### src/rtl/hash_mm_bridge.sv
// Avalon-MM slave bridging a host CPU to a streaming hash core: lane-staged
// input FIFO toward the core, shift-in digest capture, status/IRQ registers.
module hash_mm_bridge #(
  parameter int CORE_W      = 64,
  parameter int DIGEST_BITS = 256,
  parameter int FIFO_DEPTH  = 4,
  parameter int BYTE_SWAP   = 1
) (
  input  logic              clk,
  input  logic              reset,
  input  logic [5:0]        address,
  input  logic [31:0]       writedata,
  input  logic [3:0]        byteenable,
  input  logic              write,
  input  logic              read,
  input  logic              chipselect,
  output logic [31:0]       readdata,
  output logic              irq,
  output logic              core_rst,
  output logic              core_src_ready,
  input  logic              core_src_read,
  output logic [CORE_W-1:0] core_din,
  output logic              core_dst_ready,
  input  logic              core_dst_write,
  input  logic [CORE_W-1:0] core_dout
);

  localparam int LANES  = CORE_W / 32;
  localparam int DWORDS = DIGEST_BITS / 32;
  localparam int NWORDS = DIGEST_BITS / CORE_W;
  localparam int PW     = $clog2(FIFO_DEPTH);
  localparam int LW     = PW + 1;
  localparam int CW     = (NWORDS > 1) ? $clog2(NWORDS) : 1;

  logic [CORE_W-1:0]      r_stage;
  logic [CORE_W-1:0]      r_mem [FIFO_DEPTH];
  logic [PW-1:0]          r_wptr, r_rptr;
  logic [LW-1:0]          r_level;
  logic [DIGEST_BITS-1:0] r_digest;
  logic [CW-1:0]          r_cnt;
  logic                   r_digestValid, r_overflow, r_hold, r_irqEn, r_softPulse;

  logic [CORE_W-1:0]      w_stageNext, w_word;
  logic [DIGEST_BITS-1:0] w_digestShift;
  logic [31:0]            w_beMask, w_rdData;
  logic w_wr, w_push, w_pushOk, w_pop, w_overflow, w_capture, w_last;
  logic w_ctrlWr, w_softRst, w_statusWr, w_full, w_empty;

  assign w_wr       = write & chipselect;
  assign w_beMask   = {{8{byteenable[3]}}, {8{byteenable[2]}}, {8{byteenable[1]}}, {8{byteenable[0]}}};
  assign w_ctrlWr   = w_wr && (address == 6'h30) && byteenable[0];
  assign w_softRst  = w_ctrlWr && writedata[0];
  assign w_statusWr = w_wr && (address == 6'h31) && byteenable[0];

  // Lane merge; the write to the top lane also pushes the assembled word.
  always_comb begin
    w_stageNext = r_stage;
    w_push      = 1'b0;
    for (int k = 0; k < LANES; k++) begin
      if (w_wr && (address == 6'(32 + k))) begin
        w_stageNext[32*k +: 32] = (r_stage[32*k +: 32] & ~w_beMask) | (writedata & w_beMask);
        if (k == LANES - 1) w_push = 1'b1;
      end
    end
  end

  assign w_empty    = (r_level == '0);
  assign w_full     = (r_level == LW'(FIFO_DEPTH));
  assign w_pop      = core_src_read && !w_empty;
  assign w_pushOk   = w_push && (!w_full || core_src_read);
  assign w_overflow = w_push && !w_pushOk;

  assign core_din       = r_mem[r_rptr];
  assign core_src_ready = w_empty;
  assign core_dst_ready = r_hold & r_digestValid;
  assign core_rst       = reset | r_softPulse;

  always_ff @(posedge clk) begin
    if (reset || w_softRst) begin
      r_stage <= '0;
      r_wptr  <= '0;
      r_rptr  <= '0;
      r_level <= '0;
    end else begin
      r_stage <= w_stageNext;
      if (w_pushOk) r_wptr <= r_wptr + 1'b1;
      if (w_pop)    r_rptr <= r_rptr + 1'b1;
      if (w_pushOk && !w_pop)      r_level <= r_level + 1'b1;
      else if (!w_pushOk && w_pop) r_level <= r_level - 1'b1;
    end
  end

  always_ff @(posedge clk) begin
    if (w_pushOk) r_mem[r_wptr] <= w_stageNext;
  end

  generate
    if (BYTE_SWAP != 0) begin : g_swap
      for (genvar i = 0; i < CORE_W / 8; i++) begin : g_byte
        assign w_word[8*i +: 8] = core_dout[CORE_W-8-8*i +: 8];
      end
    end else begin : g_noswap
      assign w_word = core_dout;
    end
    if (NWORDS > 1) begin : g_shift
      assign w_digestShift = {w_word, r_digest[DIGEST_BITS-1:CORE_W]};
    end else begin : g_single
      assign w_digestShift = w_word;
    end
  endgenerate

  assign w_capture = core_dst_write && !core_dst_ready;
  assign w_last    = (r_cnt == CW'(NWORDS - 1));

  // Digest survives a soft reset; only the word position restarts.
  always_ff @(posedge clk) begin
    if (reset) begin
      r_digest <= '0;
      r_cnt    <= '0;
    end else if (w_softRst) begin
      r_cnt <= '0;
    end else if (w_capture) begin
      r_digest <= w_digestShift;
      r_cnt    <= w_last ? '0 : r_cnt + 1'b1;
    end
  end

  always_ff @(posedge clk) begin
    if (reset) begin
      r_digestValid <= 1'b0;
      r_overflow    <= 1'b0;
      r_hold        <= 1'b0;
      r_irqEn       <= 1'b0;
      r_softPulse   <= 1'b0;
      irq           <= 1'b0;
    end else begin
      r_softPulse <= w_softRst;
      irq         <= r_irqEn & r_digestValid;
      if (w_ctrlWr) begin
        r_hold  <= writedata[1];
        r_irqEn <= writedata[2];
      end
      if (w_softRst) begin
        r_digestValid <= 1'b0;
        r_overflow    <= 1'b0;
      end else begin
        if (w_capture && w_last)                r_digestValid <= 1'b1;
        else if (w_capture && r_cnt == '0)      r_digestValid <= 1'b0;
        else if (w_statusWr && writedata[0])    r_digestValid <= 1'b0;
        if (w_overflow)                         r_overflow <= 1'b1;
        else if (w_statusWr && writedata[1])    r_overflow <= 1'b0;
      end
    end
  end

  always_comb begin
    w_rdData = '0;
    for (int k = 0; k < DWORDS; k++) begin
      if (address == 6'(k)) w_rdData = r_digest[32*k +: 32];
    end
    for (int k = 0; k < LANES; k++) begin
      if (address == 6'(32 + k)) w_rdData = r_stage[32*k +: 32];
    end
    if (address == 6'h30) w_rdData = {29'b0, r_irqEn, r_hold, 1'b0};
    if (address == 6'h31) w_rdData = {16'b0, 8'(r_level), 4'b0, w_full, w_empty, r_overflow, r_digestValid};
  end

  always_ff @(posedge clk) begin
    if (reset)                    readdata <= '0;
    else if (read && chipselect)  readdata <= w_rdData;
  end

endmodule

### config.mk
export PLATFORM = sky130hd
export DESIGN_NAME = hash_mm_bridge
export DESIGN_NICKNAME = d
export VERILOG_FILES = /design/src/rtl/hash_mm_bridge.sv
export SDC_FILE = /design/constraint.sdc
export NUM_CORES = 1
export LEC_CHECK = 0
export ABC_AREA = 1
export CAP_MARGIN = 20
export CORE_AREA = 5 5 256 258
export DETAILED_ROUTE_END_ITERATION = 16
export DIE_AREA = 0 0 261 263
export GPL_TIMING_DRIVEN = 1
export PLACE_DENSITY_LB_ADDON = 0.25
export SYNTH_ARGS = -nofsm -noshare
export SYNTH_HDL_FRONTEND = slang
export SYNTH_SLANG_ARGS = --single-unit
### constraint.sdc
create_clock -name clk -period 7.7 [get_ports clk]
set_clock_uncertainty 0.2 [all_clocks]
set_input_delay 1.54 -clock clk [delete_from_list [all_inputs] [get_ports clk]]
set_output_delay 1.54 -clock clk [all_outputs]
set_load 0.02 [all_outputs]
==> impl_metrics.env, run 1 <==
export IMPL_hold_viol=0
export IMPL_worstMarginPinSlew_ns=1.06
export IMPL_p_leak_nw=11.1
export IMPL_postCtsHoldBufs=0
export IMPL_max_stage_delay_ns=0.84
export IMPL_insertion_delay_ns=0.63
export IMPL_setup_violations=0
export IMPL_drc=0
export IMPL_synth_avg_cell_area_um2=8.74
export IMPL_cts_resized_gates=0
export IMPL_slowest_stage="clkinv_2"
export IMPL_die_area_um2=68600
export IMPL_setup_tns_ns=0
export IMPL_cp_required_ns=5.96
export IMPL_yosysWarnings=0
export IMPL_die_h_um=263
export IMPL_fin_ws_ns=2.29
export IMPL_chipWidth_um=261
export IMPL_cap_violations=0
export IMPL_preCtsSetupSlack_ns=1.96
export IMPL_grt_pass1_wl_um=106000
export IMPL_grt_pass1_vias=18500
export IMPL_met2_usage_pct=30.2
export IMPL_drt_pass1_iter_count=5
export IMPL_post_cts_buffers=0
export IMPL_rows=92
export IMPL_drtAntennaViolNets=0
export IMPL_io_pins=213
export IMPL_track_usage_pct=19.3
export IMPL_crit_family="buffers and inverters"
export IMPL_final_common_cell="nor2_1"
export IMPL_pwr_density_cell_nw_per_um2=267
export IMPL_critical_path_class="flop to output port"
export IMPL_grt_max_degree=163
export IMPL_worstPathMaxFanout=67
export IMPL_viasPerCell=5.18
export IMPL_cts_tree="done"
export IMPL_syn_instance_count=2846
export IMPL_syn2layout_area_growth_pct=19.2
export IMPL_synth_nets=2967
export IMPL_synth_area_um2=24900
export IMPL_fin_nets=3083
export IMPL_fmax_mhz=185
export IMPL_io_buffer_count=212
export IMPL_endpoint_kind="output port"
export IMPL_ys_ff_latch=625
export IMPL_grt_setup_unrepaired="false"
export IMPL_drive_gt1_share_pct=5.97
export IMPL_critPathLaunchType="flop"
export IMPL_hp_class="flop to flop"
export IMPL_coreArea_um2=62700
export IMPL_place_inst=3744
export IMPL_synth_cell_types=32
export IMPL_cts_root_buf="clkbuf_16"
export IMPL_layout_common_cells="nor2_1 (640), o21ai_0 (438), dfxtp_1 (368)"
export IMPL_cts_buffer_depth=3
export IMPL_vias=20000
export IMPL_drt_iter0_drc=1777
export IMPL_cts_buffers=60
export IMPL_htreeDepth=2
export IMPL_gp_congestion=0.834
export IMPL_r2r_setup_slack_ns=4.40
export IMPL_grt_busiest_layer="met2"
export IMPL_start_util_pct=39.6
export IMPL_fin_cells=3860
export IMPL_irDropWorstVdd_mv=0.177
export IMPL_worst_path_buf_inv=3
export IMPL_synth_seq_area_share_pct=60.6
export IMPL_antenna_found_initial=2
export IMPL_slew_headroom_pct=29.3
export IMPL_use_met1_pct=28.0
export IMPL_path_clk_slew_ns=0.06
export IMPL_cts_sinks=625
export IMPL_drt_total_wl_um=69300
export IMPL_path_cells="clkinv_2 -> buf_4 -> o21ai_0 -> o22ai_1 -> clkdlybuf4s50_1"
export IMPL_use_met3_pct=3.12
export IMPL_period_needed_ns=5.41
export IMPL_fin_crit_sh_pct=70.3
export IMPL_status="finished clean"
export IMPL_overflow=0
export IMPL_worstPathArrival_ns=3.67
export IMPL_wl_per_cell_um=18.0
export IMPL_dp_hpwl_um=44600
export IMPL_slew_viol_final=0
## worst register-to-register path, cell delays in order (launching register included)
cell and delay [ns]:
dfxtp_1 0.33, nand2_1 0.13, nand2_1 0.11, inv_1 0.26, nand2_8 0.45, inv_6 0.60
buf_16 0.38, buf_4 0.54, nor2_1 0.09, nor2_1 0.15
## cell usage after synthesis, drive strengths merged
cell type | instances | area, um^2
a211oi | 1 | 7.51
a21oi | 177 | 886
a31oi | 1 | 6.26
buf | 49 | 244
clkbuf | 138 | 518
clkinv | 1 | 3.75
dfxtp | 369 | 7390
edfxtp | 256 | 7690
fa | 1 | 20.0
ha | 7 | 87.6
inv | 187 | 702
nand2 | 334 | 1260
nand3 | 66 | 330
nand4 | 36 | 225
nor2 | 659 | 2500
nor3 | 4 | 36.3
nor3b | 2 | 15.0
nor4 | 3 | 25.0
o211ai | 1 | 7.51
o21ai | 438 | 2190
o22ai | 112 | 701
or2 | 1 | 6.26
xnor2 | 2 | 17.5
xor2 | 1 | 8.76
## layout make-up
class                      instances  area (um^2)
antenna                            1         2.50
clock buffer                      83         1700
clock inverter                    30          300
fill                            5770        33100
inverter                         188          717
multi-input combinational       1846         8430
sequential                       625        15100
tap                              846         1060
timing repair buffer             241         2360
## sequential cells by signal, indices dropped and copies added, names as in the netlist, 2 cells and up, named ones only
register  cells
r_digest    256
r_mem       256
r_stage      64
readdata     32
r_level       3
r_cnt         2
r_rptr        2
r_wptr        2
## where the power goes
part           switching, mW  internal [mW]  total [mW]  leakage (nW)
Sequential             0.103           3.53        3.63          5.40
Combinational          0.815          0.507        1.32          4.68
Clock                   1.26           1.71        2.97         0.998
## cell families after synthesis
logic type	synth area share (%)
AND/OR/NAND/NOR	17.7
AO/OA/AOI/OAI	15.3
flip-flops	60.6
buffers and inverters	5.90
adder cells (fa/ha/maj)	0.433
XOR/XNOR	0.106
## worst paths after layout
path                 startpoint  cells after the start           end
setup / recovery           flop                      5  core_din[61]
hold / removal       r_overflow                      2    r_overflow
setup reg to reg  r_digestValid                      9  r_digest[55]
hold reg to reg      r_overflow                      2    r_overflow
## per-stage QoR
| stage | utilization [%] | hold slack, ns | power (mW) | area [um^2] |
|---|---|---|---|---|
| finish | 47.3 | 0.269 | 7.92 | 29600 |
| global route | 47.2 | 0.290 | 8.26 | 29600 |
| CTS | 47.2 | 0.270 | 7.99 | 29600 |
| detailed placement | 44.0 | 0.261 | 5.04 | 27600 |
| global placement | 44.0 | 0.258 | 5.01 | 27600 |
| floorplan | - | 0.220 | 4.43 | 24900 |
## metal layers
| layer | vias up | wire [um] |
|---|---|---|
| met5 | - | 11 |
| met1 | 9524 | 31500 |
| met2 | 601 | 31500 |
| li1 | 9763 | - |
| met3 | 97 | 4770 |
| met4 | 2 | 1560 |
(Power assumes the default switching activity.)
==> run 2: changes to the inputs <==
Clock period 7.7 ns to 5.4 ns, I/O delays scaled along.
==> impl_metrics.env, run 2 (synthesis results as in run 1) <==
export IMPL_status="finished clean"
export IMPL_p_comb_share_pct=17.2
export IMPL_pwr_density_cell_nw_per_um2=382
export IMPL_track_usage_pct=19.5
export IMPL_whs_path_depth=2
export IMPL_drive_gt1_share_pct=6.26
export IMPL_rows=92
export IMPL_setup_violations=0
export IMPL_grt_max_degree=150
export IMPL_drtAntennaViolNets=0
export IMPL_antenna_found_initial=1
export IMPL_path_cells="clkinv_2 -> buf_12 -> buf_12 -> o21ai_0 -> o22ai_1 -> clkdlybuf4s50_1"
export IMPL_hp_class="flop to flop"
export IMPL_wl_per_cell_um=18.1
export IMPL_cts_root_buf="clkbuf_16"
export IMPL_postPlaceCellArea_um2=27800
export IMPL_largest_registers="r_digest: 256 flops, r_mem: 256 flops, r_stage: 64 flops"
export IMPL_overflow=0
export IMPL_viasPerCell=5.17
export IMPL_die_h_um=263
export IMPL_cts_resized_gates=0
export IMPL_switching_share_pct=27.5
export IMPL_endpoint_kind="output port"
export IMPL_irDropWorstVdd_mv=0.242
export IMPL_pwr_share_clk_pct=37.7
export IMPL_gp_congestion=0.846
export IMPL_cts_sinks=625
export IMPL_crit_top_cell="buf_12"
export IMPL_insertion_delay_ns=0.63
export IMPL_cts_buffer_depth=3
export IMPL_hold_viol=0
export IMPL_postCtsHoldBufs=0
export IMPL_io_buffer_count=212
export IMPL_layout_common_cells="nor2_1 (640), o21ai_0 (438), dfxtp_1 (368)"
export IMPL_drt_total_wl_um=70000
export IMPL_slowest_stage="clkinv_2"
export IMPL_fin_nets=3089
export IMPL_path_depth=6
export IMPL_slew_headroom_pct=42.0
export IMPL_grt_pass1_wl_um=107000
export IMPL_max_stage_delay_ns=0.64
export IMPL_use_met3_pct=3.79
export IMPL_fmax_mhz=221
export IMPL_slew_viol_final=0
export IMPL_r2r_cells=8
export IMPL_drt_pass1_iter_count=5
export IMPL_worst_path_buf_inv=4
export IMPL_use_met1_pct=28.3
export IMPL_critical_path_class="flop to output port"
export IMPL_syn2layout_area_growth_pct=20.1
export IMPL_io_pins=213
export IMPL_period_needed_ns=4.53
export IMPL_pwr_share_seq_pct=45.1
export IMPL_p_leak_nw=11.2
export IMPL_grt_busiest_layer="met2"
export IMPL_num_antenna_cells=0
export IMPL_drt_iter0_drc=1781
export IMPL_critPathLaunchType="flop"
export IMPL_drc=0
export IMPL_path_clk_slew_ns=0.06
export IMPL_internal_power_mw=8.28
export IMPL_worstPathMaxFanout=55
export IMPL_coreArea_um2=62700
export IMPL_met2_usage_pct=29.9
export IMPL_final_common_cell="nor2_1"
export IMPL_cts_tree="done"
export IMPL_setup_tns_ns=0
export IMPL_start_util_pct=39.6
export IMPL_cp_required_ns=4.12
export IMPL_vias=20000
export IMPL_finalInstanceArea_um2=29900
export IMPL_crit_family="buffers and inverters"
export IMPL_fin_crit_sh_pct=83.9
export IMPL_dp_hpwl_um=45100
export IMPL_die_area_um2=68600
export IMPL_grt_setup_unrepaired="false"
export IMPL_hold_slack_ns=0.268
export IMPL_p_sw_mw=3.14
export IMPL_worstMarginPinSlew_ns=0.869
export IMPL_cts_buffers=61
export IMPL_grt_pass1_vias=18600
export IMPL_worstPathArrival_ns=3.25
export IMPL_cap_violations=0
export IMPL_chipWidth_um=261
export IMPL_post_cts_buffers=0
export IMPL_htreeDepth=2
[run 2: worst paths after layout]
kind | end | from | slack (ns)
min reg2reg | r_digest[198] | r_digest[198] | 0.27
max reg2reg | r_digest[53] | r_digestValid | 2.84
min | r_digest[198] | r_digest[198] | 0.27
max | core_din[16] | flop | 0.87
[run 2: metal layers]
metal  part of all wire [%]  routed length [um]
met4                    2.4                1700
met3                    8.1                5690
met5                  0.010                   7
met2                     45               31300
met1                     45               31300
[run 2: power by group through the flow]
stage / clock network (mW) / registers (mW) / logic (mW)
CTS: 4.39 / 5.15 / 1.97
floorplan: 0 / 5.20 / 1.11
detailed placement: 0 / 5.25 / 1.96
global route: 4.58 / 5.17 / 2.14
finish: 4.30 / 5.15 / 1.96
global placement: 0 / 5.25 / 1.93
[run 2: cell type report]
type	instances	area, um^2
Clock buffer	84	1690
Clock inverter	32	352
Fill cell	5825	32900
Inverter	188	717
Multi-Input combinational cell	1846	8420
Sequential cell	625	15100
Tap cell	846	1060
Timing Repair Buffer	246	2570
[run 2: per-stage QoR]
stage | cells | setup WS, ns | total power, mW | utilization [%]
after floorplan | 2846 | -0.185 | 6.31 | -
after global placement | 3750 | 1.02 | 7.18 | 44.3
after detailed placement | 3750 | 0.986 | 7.22 | 44.3
after CTS | 3866 | 0.656 | 11.5 | 47.6
after global routing | 3867 | 0.627 | 11.9 | 47.6
final | 3867 | 0.871 | 11.4 | 47.6
[run 2: worst register-to-register path: stages, from the launching register on]
cell     delay (ns)
dfxtp_1        0.34
nand2_1        0.12
nand2_1        0.11
inv_1          0.24
nand2_8        0.26
inv_6          0.55
buf_12         0.37
o21ai_0        0.14
a21oi_1        0.15
